==> config.mk <==
export PLATFORM = sky130hd
export DESIGN_NAME = pwm_playback
export DESIGN_NICKNAME = d
export VERILOG_FILES = /design/src/rtl/pwm_playback.sv
export SDC_FILE = /design/constraint.sdc
export NUM_CORES = 1
export LEC_CHECK = 0
export CORE_MARGIN = 4
export CORE_UTILIZATION = 40
export DETAILED_ROUTE_END_ITERATION = 7
export SLEW_MARGIN = 10
export SYNTH_ARGS = -nofsm -noshare
export SYNTH_HDL_FRONTEND = slang
export SYNTH_SLANG_ARGS = --single-unit
==> constraint.sdc <==
create_clock -name clk -period 8.14 [get_ports clk]
set_input_delay 2.035 -clock clk [delete_from_list [all_inputs] [get_ports clk]]
set_output_delay 2.035 -clock clk [all_outputs]
set_load 0.01 [all_outputs]
==> src/rtl/pwm_playback.sv <==
// ---------------------------------------------------------------------------
// pwm_playback
//   Reads a contiguous run of 32-bit sample words from single-port on-chip
//   memory and plays them out as PWM. Each word holds a duty compare value
//   in [CNT_W-1:0] and a repeat count in [31:16]. A repeat count of 0 plays
//   once. While the current sample plays, a one-word prefetch buffer holds
//   the next sample, so consecutive samples play back-to-back.
//
//   Optional feature macro: PWM_PLAYBACK_IRQ_EN. When defined, it adds a
//   sticky irq output, set by done or by a rising underrun, and cleared by
//   irq_ack.
//
// Ports
//   clk, reset        clock; asynchronous active-high reset
//   start / stop      one-cycle control pulses (stop has priority)
//   loop              restart at base after the last sample (sampled at start)
//   base_addr, length first word address / sample count (sampled at start)
//   period            PWM period in clk cycles, 0 plays as 1 (sampled at start)
//   mem_address       word address; valid while mem_chipselect is high
//   mem_chipselect    high for exactly one cycle per issued read
//   mem_readdata      read data, valid the cycle after the read is issued
//   irq, irq_ack      only present with PWM_PLAYBACK_IRQ_EN
//   pwm_out           registered PWM output
//   busy              playback active
//   done              one-cycle pulse on normal completion
//   underrun          sticky; a sample boundary found the prefetch empty
// ---------------------------------------------------------------------------
module pwm_playback #(
  parameter int ADDR_W = 13,
  parameter int DEPTH  = 5000,
  parameter int CNT_W  = 16
) (
  input  logic              clk,
  input  logic              reset,
  input  logic              start,
  input  logic              stop,
  input  logic              loop,
  input  logic [ADDR_W-1:0] base_addr,
  input  logic [ADDR_W-1:0] length,
  input  logic [CNT_W-1:0]  period,
  output logic [ADDR_W-1:0] mem_address,
  output logic              mem_chipselect,
  input  logic [31:0]       mem_readdata,
`ifdef PWM_PLAYBACK_IRQ_EN
  output logic              irq,
  input  logic              irq_ack,
`endif
  output logic              pwm_out,
  output logic              busy,
  output logic              done,
  output logic              underrun
);

  typedef enum logic [1:0] {S_IDLE, S_FETCH, S_PRIME, S_RUN} state_t;

  localparam logic [ADDR_W:0] DEPTH_W = (ADDR_W+1)'(DEPTH);

  state_t state_q, state_d;

  // Playback configuration captured at start
  logic [ADDR_W-1:0] base_q, len_q;
  logic              loop_q;
  logic [CNT_W-1:0]  per_q;

  // Current sample, its index, and the one-word prefetch buffer
  logic [31:0]       cur_q, nbuf_q;
  logic [ADDR_W-1:0] cur_idx_q;
  logic              nvld_q;   // nbuf_q holds the next sample
  logic              pend_q;   // a prefetch read returns data this cycle

  logic [CNT_W-1:0]  cnt_q;    // position within the PWM period
  logic [15:0]       rep_q;    // periods played of the current sample

  logic pwm_q, busy_q, done_q, und_q;
  logic pwm_d, done_d;

  // -------------------------------------------------------------------------
  // Sample decode and boundary detection
  // -------------------------------------------------------------------------
  logic [CNT_W-1:0]  duty;
  logic [15:0]       rpt;
  logic              per_end, rep_end, bnd;
  logic              cur_last, nidx_last, has_nxt_cur, has_nxt_n;
  logic [ADDR_W-1:0] nidx, nnidx;
  logic              sw, und_hit, fin, und_set, start_ok;

  assign duty      = cur_q[CNT_W-1:0];
  assign rpt       = (cur_q[31:16] == 16'd0) ? 16'd1 : cur_q[31:16];
  assign per_end   = (cnt_q == per_q - 1'b1);
  assign rep_end   = (rep_q == rpt - 1'b1);
  assign bnd       = (state_q == S_RUN) && per_end && rep_end;

  // Index of the sample after the current one, and the one after that; the
  // latter is what a sample switch prefetches.
  assign cur_last    = (cur_idx_q == len_q - 1'b1);
  assign nidx        = cur_last ? '0 : cur_idx_q + 1'b1;
  assign nidx_last   = (nidx == len_q - 1'b1);
  assign nnidx       = nidx_last ? '0 : nidx + 1'b1;
  assign has_nxt_cur = loop_q || !cur_last;
  assign has_nxt_n   = loop_q || !nidx_last;

  assign sw       = bnd && has_nxt_cur && nvld_q;   // switch to prefetched word
  assign und_hit  = bnd && has_nxt_cur && !nvld_q;  // replay current, flag it
  assign fin      = bnd && !has_nxt_cur;            // last sample finished
  assign und_set  = und_hit && !stop;
  assign start_ok = (state_q == S_IDLE) && start && !stop && (length != '0);

  // -------------------------------------------------------------------------
  // FSM: state register
  // -------------------------------------------------------------------------
  always_ff @(posedge clk or posedge reset) begin
    if (reset) state_q <= S_IDLE;
    else       state_q <= state_d;
  end

  // -------------------------------------------------------------------------
  // FSM: next state
  // -------------------------------------------------------------------------
  always_comb begin
    state_d = state_q;
    case (state_q)
      S_IDLE:  if (start_ok) state_d = S_FETCH;
      S_FETCH: state_d = stop ? S_IDLE : S_PRIME;
      S_PRIME: state_d = stop ? S_IDLE : S_RUN;
      S_RUN:   if (stop || fin) state_d = S_IDLE;
      default: state_d = S_IDLE;
    endcase
  end

  // -------------------------------------------------------------------------
  // FSM: outputs. Memory reads are issued from registered state only.
  // FETCH reads index 0, PRIME prefetches index 1 (or 0 when wrapping), and
  // every switch prefetches the sample following the new current one.
  // -------------------------------------------------------------------------
  logic              cs_d;
  logic [ADDR_W-1:0] rd_idx;
  logic [ADDR_W:0]   rd_sum, rd_wrap;

  always_comb begin
    cs_d   = 1'b0;
    rd_idx = '0;
    case (state_q)
      S_FETCH: cs_d = 1'b1;
      S_PRIME: begin
        cs_d   = has_nxt_cur;
        rd_idx = nidx;
      end
      S_RUN: if (sw && has_nxt_n) begin
        cs_d   = 1'b1;
        rd_idx = nnidx;
      end
      default: ;
    endcase
  end

  // base + index wraps modulo DEPTH; both operands are below DEPTH
  assign rd_sum  = {1'b0, base_q} + {1'b0, rd_idx};
  assign rd_wrap = (rd_sum >= DEPTH_W) ? rd_sum - DEPTH_W : rd_sum;

  assign mem_chipselect = cs_d;
  assign mem_address    = cs_d ? rd_wrap[ADDR_W-1:0] : '0;

  always_comb begin
    pwm_d  = 1'b0;
    done_d = 1'b0;
    if (state_q == S_RUN && !stop) pwm_d = (cnt_q < duty);
    if (start && !stop && state_q == S_IDLE && length == '0) done_d = 1'b1;
    if (fin && !stop) done_d = 1'b1;
  end

  // -------------------------------------------------------------------------
  // Datapath
  // -------------------------------------------------------------------------
  always_ff @(posedge clk or posedge reset) begin
    if (reset) begin
      base_q    <= '0;
      len_q     <= '0;
      loop_q    <= 1'b0;
      per_q     <= '0;
      cur_q     <= '0;
      nbuf_q    <= '0;
      cur_idx_q <= '0;
      nvld_q    <= 1'b0;
      pend_q    <= 1'b0;
      cnt_q     <= '0;
      rep_q     <= '0;
      und_q     <= 1'b0;
    end else begin
      // Only prefetch reads land in nbuf; the FETCH read is taken by PRIME.
      pend_q <= cs_d && !stop && (state_q == S_PRIME || state_q == S_RUN);

      if (start_ok) begin
        base_q    <= base_addr;
        len_q     <= length;
        loop_q    <= loop;
        per_q     <= (period == '0) ? CNT_W'(1) : period;
        cur_idx_q <= '0;
        nvld_q    <= 1'b0;
        und_q     <= 1'b0;
      end else if (und_set) begin
        und_q <= 1'b1;
      end

      // stop drops any read still in flight
      if (stop && state_q != S_IDLE) nvld_q <= 1'b0;
      else if (pend_q) begin
        nbuf_q <= mem_readdata;
        nvld_q <= 1'b1;
      end

      if (!stop) begin
        if (state_q == S_PRIME) begin
          cur_q <= mem_readdata;
          cnt_q <= '0;
          rep_q <= '0;
        end else if (state_q == S_RUN) begin
          if (per_end) begin
            cnt_q <= '0;
            if (rep_end) begin
              rep_q <= '0;
              // on underrun, cur_q is left alone so the sample replays
              if (sw) begin
                cur_q     <= nbuf_q;
                cur_idx_q <= nidx;
                nvld_q    <= 1'b0;
              end
            end else begin
              rep_q <= rep_q + 1'b1;
            end
          end else begin
            cnt_q <= cnt_q + 1'b1;
          end
        end
      end
    end
  end

  // Registered status outputs
  always_ff @(posedge clk or posedge reset) begin
    if (reset) begin
      pwm_q  <= 1'b0;
      busy_q <= 1'b0;
      done_q <= 1'b0;
    end else begin
      pwm_q  <= pwm_d;
      busy_q <= (state_d != S_IDLE);
      done_q <= done_d;
    end
  end

  assign pwm_out  = pwm_q;
  assign busy     = busy_q;
  assign done     = done_q;
  assign underrun = und_q;

`ifdef PWM_PLAYBACK_IRQ_EN
  logic irq_q;
  logic irq_set;

  // set wins over a coincident acknowledge
  assign irq_set = done_d | (und_set & ~und_q);

  always_ff @(posedge clk or posedge reset) begin
    if (reset)        irq_q <= 1'b0;
    else if (irq_set) irq_q <= 1'b1;
    else if (irq_ack) irq_q <= 1'b0;
  end

  assign irq = irq_q;
`endif

endmodule

==> results.md, run 1 <==
* Max Clk Rate at 114.9 MHz
* Max incr delay on CP at 560 ps
* Row cnt at 61
* CTS Buf Count at 17
* Die width at 176.3 um
* Pin count of the biggest net entering global routing at 88
* Fin nets at 1658
* Worst slew pin tran at 925.7 ps
* Root buffer cell: clkbuf_16
* Fin util at 53.80%
* Post-route setup slack at -561.9 ps
* Synth warnings at 0
* Syn avg cell area at 8.671 um2
* Top cells by instance count after synthesis: dfrtp_1 (160), nand2_1 (151), nor2_1 (112)
* Pwr dens at 233.3 mW/mm2
* Synth Area in Compound Gates at 15.82%
* Clk sinks at 160
* Layout Skew at 17.53 ps
* TritonRoute pass-1 iters at 5
* Initial antenna violation count at 0
* Final min period at 8702 ps
* Number of primary I/O pins at 97
* CTS tree: yes
* Skew-Pair Late Insertion Delay at 450 ps
* Clk slew on worst S/H paths at 90 ps
* Largest family of logic cells by synthesized area: simple AND/OR/NAND/NOR gates
* Dpl hpwl at 23500 um
* Total GRT Usage at 20.65%
* Die Span Y at 176.3 um
* H-Tree Depth at 4
* Final Hold Vio Count at 0
* Yosys reg bits at 160
* Syn-to-layout area delta at 32.24%
* Post-Synthesis Cell Area at 0.01133 mm2
* Most common cell on crit path: buf_4
* Initial Util at 40.68%
* Mux contribution to synthesized area at 8.291%
* Top_reg_cell synth: dfrtp_1
* Unrepaired setup endpoints after global routing: yes
* Post-synth top area cell: dfrtp_1
* First-pass GRT wire length at 52610 um
* Mean routed wirelength per cell at 16.57 um
* GRT Residual Overflow at 0
* Via count at 10540
* Finished Layout Cells at 1933
* Leak Pwr at 6.356 nW
* Post-Syn Instances at 1307
* Final WL at 32020 um
* Cell variety after synth at 81
* Fin Hold WS at 489.9 ps
* Most frequent cell after synthesis: dfrtp_1
* Final RePlAce weighted congestion at 0.9043
* Hold WC Path Type: reg2reg
* Critical path class: reg2out
* Max-cap viol count at 0
* ANT nets after route at 0
* Final Setup Violations at 10
* DR vias/cell at 5.452
* Register area share after synthesis at 35.33%
* Slew HR at 38.29%
* Post-Synth Simple-Gate Area at 24.37%
* Hold-fix buffers, CTS at 0
* Period utilisation layout at 106.9%
* Worst-path maximum fanout at 6
* Placed insts at 1872
* I/O Buffers at 96
* Critical Path Sink Type: primary output
* Worst path arrival time at 6670 ps
* CP required at 6110 ps
* Max Root-Sink Buffers at 2
* Final TNS setup at -4780 ps
* Final slew viol count at 0
* Synth top area cells: dfrtp_1 (35%), mux2_2 (7.8%), nand2_1 (5.0%)
* Slowest cell on the critical path: or4_4
* Number of DRC markers in iteration 0 at 760
* Yosys top cell area share at 35.33%
* Post-synth EDFFs at 0
* Proportion of synthesized flip-flops having asynchronous set or reset at 100.0%
* Vias in the first global route at 10200
* Die area at 0.03109 mm2
* Core region area at 0.02786 mm2
* Status: complete, but fails checks
* Net Count, Synth at 1423
* Layout cells sized above 1 at 26.75%
* Synth Area in Adders at 4.151%
* Worst Setup Start Kind: flip-flop
* Drt drc at 0
* Max IR drop VDD at 0.1298 mV
* Failing checks: negative setup slack
* Diode count at 0
* Xor/xnor share of the synthesized area at 7.750%
registers in the layout, summed over array words and instances, names as in the netlist, 2 cells and up:
signal	cells
state_q	2
cur_q	32
base_q	13
cnt_q	16
nbuf_q	32
len_q	13
cur_idx_q	13
per_q	16
rep_q	16
where the power goes:
part / internal [mW] / switching, mW / total [mW]
Clock: 0.433 / 0.439 / 0.872
Sequential: 0.978 / 0.142 / 1.12
Combinational: 0.785 / 0.719 / 1.50
path summary, 6_finish.rpt:
path                           start        endpoint  slack (ps)  cells after the start
setup / recovery           cur_q[25]  mem_address[5]        -560                     32
hold reg to reg             underrun        underrun         490                      1
setup reg to reg           cur_q[25]    cur_idx_q[2]        3310                     17
min in group asynchronous      reset        len_q[5]        2110                      2
hold / removal              underrun        underrun         490                      1
max in group asynchronous      reset       cur_q[27]        4500                      3
cell usage in the layout (no fill, tap or decap), types with 19 or more instances in the layout:
cell type | Yosys | final
inv_1 | 43 | 41
ha_1 | 36 | 32
nor4_1 | 23 | 22
a21oi_1 | 51 | 39
mux2_2 | 79 | 77
buf_4 | 0 | 187
nand2_1 | 151 | 149
nor2_1 | 112 | 107
nand3_1 | 45 | 44
a31oi_1 | 48 | 45
nor3_1 | 37 | 34
o21ai_0 | 75 | 65
clkdlybuf4s50_1 | 0 | 86
dfrtp_1 | 160 | 160
xor2_1 | 35 | 35
xnor2_1 | 55 | 54
nand4_1 | 19 | 19
kinds of logic (layout without fill, tap and decap cells):
kind of cell	after synthesis	after routing
buffers and inverters	119	367
AOI/OAI and AO/OA	279	279
xor gates and xnor gates	94	94
muxes	84	84
DFF	160	160
adders and majority gates	37	37
and+or+nand+nor	534	534
layer usage:
metal / wire (um) / vias up / global-route usage (%)
met5: 0 / - / 0
met4: 783 / 0 / 7.018
met3: 1231 / 54 / 2.548
met2: 15550 / 246 / 34.62
met1: 14460 / 5033 / 27.75
li1: - / 5205 / -
layout make-up:
cell class,instances,area (um2)
clock inverters,15,216.5
well taps,378,473.0
repair buffers,292,2422
clock buffers,17,425.4
fillers,2549,12870
multi-input cells,1028,7279
inverters,43,166.4
flip-flops and latches,160,4004
worst max-delay path: cells and delay by family (launching register included):
family	cells	cell delay, ps
AO/OA/AOI/OAI	9	1710
XOR/XNOR	1	190
adder cells (fa/ha/maj)	2	430
buffers and inverters	7	960
flip-flops	1	390
AND/OR/NAND/NOR	13	2540
per-stage QoR:
step,cell area [um2],power (mW),setup WS [ps]
after global placement,13780,2.474,-513.6
after CTS,14740,3.464,-544.7
final,14990,3.496,-561.9
after global routing,14990,3.733,-912.5
after floorplan,11410,1.973,31.95
after detailed placement,13780,2.501,-670.2
what timing repair did:
action | in CTS | in global routing
buffers inserted | 23 | 6
gates resized for setup | 88 | 50
pin swaps | 41 | 41
setup endpoints to repair | 10 | 10
Power figures use the tool's default switching activity.
==> run 2, diff against run 1 <==
--- a/config.mk
+++ b/config.mk
@@ -6,8 +6,9 @@
 export NUM_CORES = 1
 export LEC_CHECK = 0
 export CORE_MARGIN = 4
-export CORE_UTILIZATION = 40
+export CORE_UTILIZATION = 45
 export DETAILED_ROUTE_END_ITERATION = 7
+export PLACE_DENSITY = 0.68
 export SLEW_MARGIN = 10
 export SYNTH_ARGS = -nofsm -noshare
 export SYNTH_HDL_FRONTEND = slang
==> results.md, run 2 (synthesized netlist as in run 1, its figures left out) <==
* Leak Pwr at 6.672 nW (was 6.356 nW)
* Number of DRC markers in iteration 0 at 710 (was 760)
* Max incr delay on CP at 560 ps (about the same)
* Final Hold Vio Count at 0 (unchanged)
* Initial Util at 46.20% (was 40.68%)
* Worst-path maximum fanout at 6 (unchanged)
* CP delay by family, top: simple AND/OR/NAND/NOR gates (unchanged)
* GRT Residual Overflow at 0 (unchanged)
* Commonest non-fill, non-tap cell in the layout: buf_4 (unchanged)
* Finished Layout Cells at 1938 (was 1933)
* Unrepaired setup endpoints after global routing: yes (unchanged)
* Die Span Y at 166.7 um (was 176.3 um)
* Final RePlAce weighted congestion at 0.9593 (was 0.9043)
* Placed cell area at 0.01383 mm2 (was 0.01378 mm2)
* Slowest cell on the critical path: or4_4 (unchanged)
* Clk sinks at 160 (unchanged)
* Post-route cell area at 0.01554 mm2 (was 0.01499 mm2)
* Regs by FF count: cur_q x32, nbuf_q x32 (unchanged)
* Critical Path Sink Type: primary output (unchanged)
* Final slew viol count at 0 (unchanged)
* Dpl hpwl at 23040 um (was 23500 um)
* Worst Setup Start Kind: flip-flop (unchanged)
* Hold WC Path Type: reg2reg (unchanged)
* Final WL at 33430 um (was 32020 um)
* I/O Buffers at 96 (unchanged)
* Max Clk Rate at 115.1 MHz (was 114.9 MHz)
* Pwr Total at 3.652 mW (was 3.496 mW)
* H-Tree Depth at 4 (unchanged)
* Status: complete, but fails checks (unchanged)
* Worst path arrival time at 6650 ps (was 6670 ps)
* Root buffer cell: clkbuf_16 (unchanged)
* R2R depth at 51 (was 17)
* Most common cell on crit path: buf_6 (was buf_4)
* Capturing point of the worst reg2reg path: cur_q[31] (was cur_idx_q[2])
* CP Depth at 31 (was 32)
* First-pass GRT wire length at 54140 um (was 52610 um)
* Pwr dens at 235.0 mW/mm2 (was 233.3 mW/mm2)
* WL met2 at 16190 um (was 15550 um)
* Initial antenna violation count at 0 (unchanged)
* Failing checks: negative setup slack (unchanged)
* Number of primary I/O pins at 97 (unchanged)
* Period utilisation layout at 106.8% (was 106.9%)
* Max-cap viol count at 0 (unchanged)
* CTS tree: yes (unchanged)
* Total GRT Usage at 23.19% (was 20.65%)
* Most frequent cells in the layout: buf_4 (233), dfrtp_1 (160), nand2_1 (148) (was buf_4 (187), dfrtp_1 (160), nand2_1 (149))
* DR vias/cell at 5.623 (was 5.452)
* Fin Hold WS at 489.3 ps (was 489.9 ps)
* CP bufs+invs at 5 (was 7)
* Mean routed wirelength per cell at 17.25 um (was 16.57 um)
* Reg2reg setup slack at 290 ps (was 3310 ps)
* Placed insts at 1834 (was 1872)
* Die area at 0.02779 mm2 (was 0.03109 mm2)
* Launch point of the worst path: cur_q[28] (was cur_q[25])
* Fin nets at 1717 (was 1658)
* Clk slew on worst S/H paths at 80 ps (was 90 ps)
* Crit path capture: mem_address[4] (was mem_address[5])
* CP required at 6110 ps (about the same)
* CTS Buf Count at 17 (unchanged)
* Max IR drop VDD at 0.1554 mV (was 0.1298 mV)
* Syn-to-layout area delta at 37.09% (was 32.24%)
* Diode count at 0 (unchanged)
* Vias in the first global route at 10720 (was 10200)
* Via count at 10900 (was 10540)
* Row cnt at 57 (was 61)
* Skew-Pair Late Insertion Delay at 440 ps (was 450 ps)
* Max Root-Sink Buffers at 2 (unchanged)
* Final min period at 8689 ps (was 8702 ps)
* Slew HR at 36.27% (was 38.29%)
* ANT nets after route at 0 (unchanged)
* Drt drc at 0 (unchanged)
* Layout Skew at 12.14 ps (was 17.53 ps)
* Worst slew pin tran at 956.0 ps (was 925.7 ps)
* Post-route setup slack at -549.5 ps (was -561.9 ps)
* Pin count of the biggest net entering global routing at 103 (was 88)
* Final Setup Violations at 10 (unchanged)
* Critical path class: reg2out (unchanged)
* Reg2reg start: cur_q[28] (was cur_q[25])
* TritonRoute pass-1 iters at 5 (unchanged)
* Layout cells sized above 1 at 30.73% (was 26.75%)
* Met1 wire length at 14830 um (was 14460 um)
* Core region area at 0.02453 mm2 (was 0.02786 mm2)
* FILL cells at 2066 (was 2549)
* Top sig layer: met4 (unchanged)
* Metal3 WL at 1611 um (was 1231 um)
* Die width at 166.7 um (was 176.3 um)
run 2: repair_timing:
action | CTS | global route
endpoints found under the hold margin | 0 | 0
hold buffers | 0 | 0
endpoints found under the setup margin | 10 | 57
setup buffers | 59 | 22
resized for setup | 85 | 101
pin swaps | 42 | 43
cloned | 0 | 2
run 2: how the worst min path moves through the flow:
stage                           from    endpoint  slack, ps  depth (start not counted)
after global routing        underrun    underrun        510                          1
after floorplan           nbuf_q[30]  nbuf_q[30]        480                          1
final                       underrun    underrun        490                          1
after global placement      underrun    underrun        470                          1
after CTS                   underrun    underrun        500                          1
after detailed placement    underrun    underrun        480                          1
run 2: final cells by class:
type / instances / area, um2 / area share, %
Sequential cell: 160 / 4004 / 25.77
Clock buffer: 17 / 425.4 / 2.738
Timing Repair Buffer: 349 / 2900 / 18.67
Multi-Input combinational cell: 1030 / 7448 / 47.94
Tap cell: 324 / 405.4 / 2.609
Inverter: 43 / 166.4 / 1.071
Clock inverter: 15 / 187.7 / 1.208
run 2: report_power, final:
| part | switching, mW | internal [mW] |
|---|---|---|
| Combinational | 0.781 | 0.896 |
| Clock | 0.406 | 0.445 |
| Sequential | 0.145 | 0.979 |
| Total | 1.33 | 2.32 |
run 2: layer usage:
metal	GRT usage, %	vias to the layer above
met5	0	-
met4	7.755	0
met3	3.484	73
met2	38.85	291
met1	30.94	5197
li1	-	5336
run 2: through the flow:
step	TNS (ps)	worst slack [ps]	util [%]
2_1_floorplan	0	31.95	-
3_5_place_dp	-5820	-654.9	56.37
5_1_grt	-7617	-872.9	63.33
6_report	-4306	-549.5	63.33
3_3_place_gp	-4752	-551.2	56.37
4_1_cts	-9314	-606.4	61.28
